## src/rtl/est_dr_fifo_nack_clk.sv

```systemverilog
// Dual-rail 4-phase FIFO stage broadcasting each word to N_ACK consumers behind a C-element ack join.
// Latency: capture at edge t, ack and data_out at t+1; when full, ack stays low until a slot frees.
module est_dr_fifo_nack_clk #(
  parameter int             W           = 1,
  parameter int             DEPTH       = 2,
  parameter int             N_ACK       = 4,
  parameter bit             RESET_TOKEN = 1'b1,
  parameter logic [W-1:0]   RESET_VAL   = W'(1)
) (
  input  logic                         clk,
  input  logic                         rst_n,
  input  logic [2*W-1:0]               data_in,
  output logic                         ack,
  output logic [2*W-1:0]               data_out,
  input  logic [N_ACK-1:0]             ack_in,
  output logic [$clog2(DEPTH+1)-1:0]   count,
  output logic                         err
);
  localparam int CW = $clog2(DEPTH + 1);
  localparam int PW = (DEPTH > 1) ? $clog2(DEPTH) : 1;
  localparam logic [PW-1:0] LAST = PW'(DEPTH - 1);
  localparam logic [CW-1:0] FULL = CW'(DEPTH);

  typedef enum logic {I_DATA, I_NULL} in_state_t;
  typedef enum logic {O_NULL, O_DATA} out_state_t;

  function automatic logic [2*W-1:0] to_dual_rail(input logic [W-1:0] v);
    logic [2*W-1:0] r;
    for (int i = 0; i < W; i++) begin
      r[2*i+1] = v[i];
      r[2*i]   = ~v[i];
    end
    return r;
  endfunction

  localparam logic [2*W-1:0] RESET_WORD = RESET_TOKEN ? to_dual_rail(RESET_VAL) : '0;

  in_state_t        in_state;
  out_state_t       out_state;
  logic [2*W-1:0]   mem [DEPTH];
  logic [PW-1:0]    wr_ptr;
  logic [PW-1:0]    rd_ptr;
  logic             in_complete;
  logic             in_null;
  logic             in_illegal;
  logic             do_write;
  logic             do_pop;

  always_comb begin
    in_complete = 1'b1;
    in_illegal  = 1'b0;
    for (int i = 0; i < W; i++) begin
      in_complete = in_complete & (data_in[2*i+1] ^ data_in[2*i]);
      in_illegal  = in_illegal | (data_in[2*i+1] & data_in[2*i]);
    end
  end

  assign in_null = (data_in == '0);

  // Full check uses the registered count, so a slot freed by a pop is refilled one edge later.
  assign do_write = (in_state == I_DATA) && in_complete && (count < FULL);
  assign do_pop   = (out_state == O_NULL) && (ack_in == '0) && (count != '0);

  always_ff @(posedge clk) begin
    if (do_write) mem[wr_ptr] <= data_in;
  end

  always_ff @(posedge clk or negedge rst_n) begin
    if (!rst_n) begin
      in_state  <= I_DATA;
      ack       <= 1'b0;
      err       <= 1'b0;
      wr_ptr    <= '0;
      rd_ptr    <= '0;
      count     <= '0;
      out_state <= RESET_TOKEN ? O_DATA : O_NULL;
      data_out  <= RESET_WORD;
    end else begin
      ack <= (in_state == I_NULL);
      err <= err | in_illegal;

      case (in_state)
        I_DATA:  if (do_write) in_state <= I_NULL;
        I_NULL:  if (in_null) in_state <= I_DATA;
        default: in_state <= I_DATA;
      endcase

      // Mixed consumer acks leave the output untouched in either state.
      case (out_state)
        O_NULL: begin
          if (do_pop) begin
            data_out  <= mem[rd_ptr];
            out_state <= O_DATA;
          end
        end
        O_DATA: begin
          if (&ack_in) begin
            data_out  <= '0;
            out_state <= O_NULL;
          end
        end
        default: out_state <= O_NULL;
      endcase

      if (do_write) wr_ptr <= (wr_ptr == LAST) ? '0 : wr_ptr + 1'b1;
      if (do_pop)   rd_ptr <= (rd_ptr == LAST) ? '0 : rd_ptr + 1'b1;

      if (do_write && !do_pop)      count <= count + 1'b1;
      else if (!do_write && do_pop) count <= count - 1'b1;
    end
  end
endmodule

```

## config.mk

```make
export PLATFORM = sky130hd
export DESIGN_NAME = est_dr_fifo_nack_clk
export DESIGN_NICKNAME = d
export VERILOG_FILES = /design/src/rtl/est_dr_fifo_nack_clk.sv
export SDC_FILE = /design/constraint.sdc
export NUM_CORES = 1
export LEC_CHECK = 0
export BUFFER_PORTS_ARGS = -buffer_cell sky130_fd_sc_hd__buf_2
export CORE_AREA = 2 2 39 41
export CTS_CLUSTER_DIAMETER = 150
export DETAILED_ROUTE_END_ITERATION = 8
export DIE_AREA = 0 0 41 43
export GPL_TIMING_DRIVEN = 0
export PLACE_DENSITY = 0.7
export RECOVER_POWER = 50
export SETUP_SLACK_MARGIN = 0.4
export SLEW_MARGIN = 10
export SYNTH_ARGS = -nofsm -noshare
export SYNTH_HDL_FRONTEND = slang
export SYNTH_SLANG_ARGS = --single-unit
export TNS_END_PERCENT = 20
```

## constraint.sdc

```tcl
create_clock -name clk -period 3.9 [get_ports clk]
set_clock_uncertainty 0.2 [all_clocks]
set_input_delay 0.585 -clock clk [delete_from_list [all_inputs] [get_ports clk]]
set_output_delay 0.585 -clock clk [all_outputs]
set_load 0.02 [all_outputs]
```

==> out/results.tsv <==
metric	value	unit
detail_route.wl_per_cell	13.1	um
post_synth_num_cell_types	20	
slew_viol_final	0	
clkPwrFrac	0.169	
grt_usage	0.148	
post_cts_resize_count	0	
global_route.usage.met2	0.256	
cap_viol_max_count	0	
remaining_drc_errors	0	
switching_share	0.359	
synth.avg_cell_area	12.7	um^2
clk_path_buf_depth	2	
hold_class	reg -> reg	
dp_cells	77	
core_outline_area	1380	um^2
dieWidth	41	um
drive_gt1_frac	0.258	
drt.antenna.violating_nets	0	
tritoncts	done	
arrival_time_of_data_at_the_critical_path_endpoint	2280	ps
clock.fmax	441	MHz
syn_area	612	um^2
floorplan.io_pins	14	
final.setup.worst_slack	1630	ps
timing.critical_path.to_type	register	
timing.final.crit_share	0.582	
clk-insertion-delay-late	280	ps
htreeDepth	1	
grt_pass1_vias	416	
cp-start-kind	primary input	
antenna_violations_before_repair	0	
slew_headroom	0.651	
portBuffers	13	
number_of_hold_repair_buffers_added_at_the_cts_stage	1	
gr_ovfl_total	0	
final_common_cell	sky130_fd_sc_hd__buf_2	
ys_seq_area_frac	0.609	
clk_transition_reported_paths	80	ps
comb_power_share	0.318	
postRouteWirelength	1.07	mm
grt_max_degree	11	
finalSetupViolCount	0	
timing.setup.critical_path_class	in -> reg	
detailroute.via_count	415	
top_usage_layer	met2	
vias_per_cell	5.06	
leakage	0.338	nW
seqPwrFrac	0.513	
syn-num-nets	59	
chipHeight	43	um
hold_path.startpoint	in_state	
area_growth	19.2	%
global_routing_usage_on_met3	0.0314	
finalCriticalPeriod	2270	ps
grtUsageMet1	0.154	
power.density	660	nW/um^2
fp.dieArea	1760	um^2
synth.ff_latch_count	14	
netlist_instances	48	
antenna_cells	0	
final_cell_mix	sky130_fd_sc_hd__buf_2, sky130_fd_sc_hd__dfrtp_1, sky130_fd_sc_hd__inv_1, sky130_fd_sc_hd__nor2_1, sky130_fd_sc_hd__edfxtp_1	
worst-slew-pin-transition	523	ps
setup_repair_after_global_routing_missed_its_margin	false	
rows	14	
final_hold_viol_count	0	
cp-startpoint	ack_in[1]	
placement.setup.worst_slack	1350	ps
start_util	0.442	
finish.net_count	78	
power.switching	0.173	mW
status	finished clean	
wire_length_of_the_first_global_routing_pass	1.64	mm
holdWs	233	ps
critical_path_peak_fanout	4	
cts_made_buffers	3	
drt_pass1_iterations	4	
worstPathRequired	3910	ps
fin_tns_setup	0	ps
vdd_drop_max	0.405	mV
cts_setup_buffers	0	
internal-power	0.309	mW
ys.warnings.count	0	
detail_route.iter0.violations	9	
r2r-start	count[0]	
dp_hpwl	768	um
clock_sinks	14	
finish.cell_count_without_fillers	82	
routability_congestion_estimate	0.648	
clockRootBuffer	sky130_fd_sc_hd__clkbuf_4	
## worst paths after layout
kind / cells after the start / slack, ps / endpoint
setup / recovery: 7 / 1630 / count[1]
hold / removal: 0 / 230 / ack
setup reg to reg: 6 / 2110 / count[1]
hold reg to reg: 0 / 230 / ack
max in group asynchronous: 2 / 2560 / out_state
min in group asynchronous: 2 / 580 / in_state
## synthesized netlist by cell type
master	n	area, um^2
sky130_fd_sc_hd__dfstp_2	2	52.6
sky130_fd_sc_hd__nand2_1	1	3.75
sky130_fd_sc_hd__ha_1	3	37.5
sky130_fd_sc_hd__or4_4	1	11.3
sky130_fd_sc_hd__a21boi_0	1	7.51
sky130_fd_sc_hd__and3_1	3	18.8
sky130_fd_sc_hd__or3_1	1	6.26
sky130_fd_sc_hd__nor2_1	4	15.0
sky130_fd_sc_hd__or2_2	1	6.26
sky130_fd_sc_hd__xnor2_1	3	26.3
sky130_fd_sc_hd__nor4_1	2	12.5
sky130_fd_sc_hd__or2_1	1	6.26
sky130_fd_sc_hd__xor2_1	2	17.5
sky130_fd_sc_hd__a311o_1	2	20.0
sky130_fd_sc_hd__mux2i_1	2	20.0
sky130_fd_sc_hd__dfrtp_1	8	200
sky130_fd_sc_hd__o21ai_0	1	5.00
sky130_fd_sc_hd__edfxtp_1	4	120
sky130_fd_sc_hd__inv_1	5	18.8
sky130_fd_sc_hd__nand4_1	1	6.26
## registers in the layout, indices dropped and copies added (netlist names)
signal,flops
ack,1
count,2
data_out,2
err,1
in_state,1
mem,4
out_state,1
rd_ptr,1
wr_ptr,1
## power by group through the flow
| stage | logic [mW] | registers [mW] | clock network, mW |
|---|---|---|---|
| after global routing | 0.169 | 0.253 | 0.0895 |
| final | 0.153 | 0.247 | 0.0812 |
| after floorplan | 0.0803 | 0.269 | 0 |
| after CTS | 0.156 | 0.247 | 0.0859 |
| after detailed placement | 0.149 | 0.250 | 0 |
| after global placement | 0.147 | 0.246 | 0 |
## layout make-up
| type | instances | area [um^2] |
|---|---|---|
| tap | 16 | 20.0 |
| sequential | 14 | 373 |
| multi-input combinational | 29 | 220 |
| timing repair buffer | 14 | 71.3 |
| inverter | 5 | 18.8 |
| fill | 123 | 654 |
| clock buffer | 3 | 22.5 |
| clock inverter | 1 | 3.75 |
## kinds of logic (layout without fill, tap and decap cells)
kind of cell / after synthesis / in the layout / synth area share
and+or+nand+nor: 15 / 15 / 0.141
muxes: 2 / 2 / 0.0327
buffers and inverters: 5 / 23 / 0.0307
DFF: 14 / 14 / 0.609
AOI/OAI and AO/OA: 4 / 4 / 0.0532
adders and majority gates: 3 / 3 / 0.0614
xor gates and xnor gates: 5 / 5 / 0.0716
## metal layers
layer / wire length (um) / share of wire / vias up
met1: 428 / 0.40 / 195
met4: 6 / 0.0056 / 0
li1: - / - / 206
met2: 589 / 0.55 / 12
met3: 47 / 0.044 / 2
met5: 0 / 0 / -
## critical path, stage by stage
cell                     delay, ps
sky130_fd_sc_hd__buf_2         100
sky130_fd_sc_hd__or4_4         550
sky130_fd_sc_hd__or3_1         410
sky130_fd_sc_hd__ha_1          210
sky130_fd_sc_hd__xor2_1        140
sky130_fd_sc_hd__nor2_1        120
sky130_fd_sc_hd__xor2_1        160
## metrics by stage
stage | total power, mW | utilization | instance area [um^2]
after CTS | 0.489 | 0.530 | 733
after floorplan | 0.349 | - | 612
final | 0.482 | 0.527 | 729
after global placement | 0.393 | 0.504 | 697
after global routing | 0.511 | 0.527 | 729
after detailed placement | 0.398 | 0.504 | 697
No activity file was read; power rests on OpenSTA's default activity.
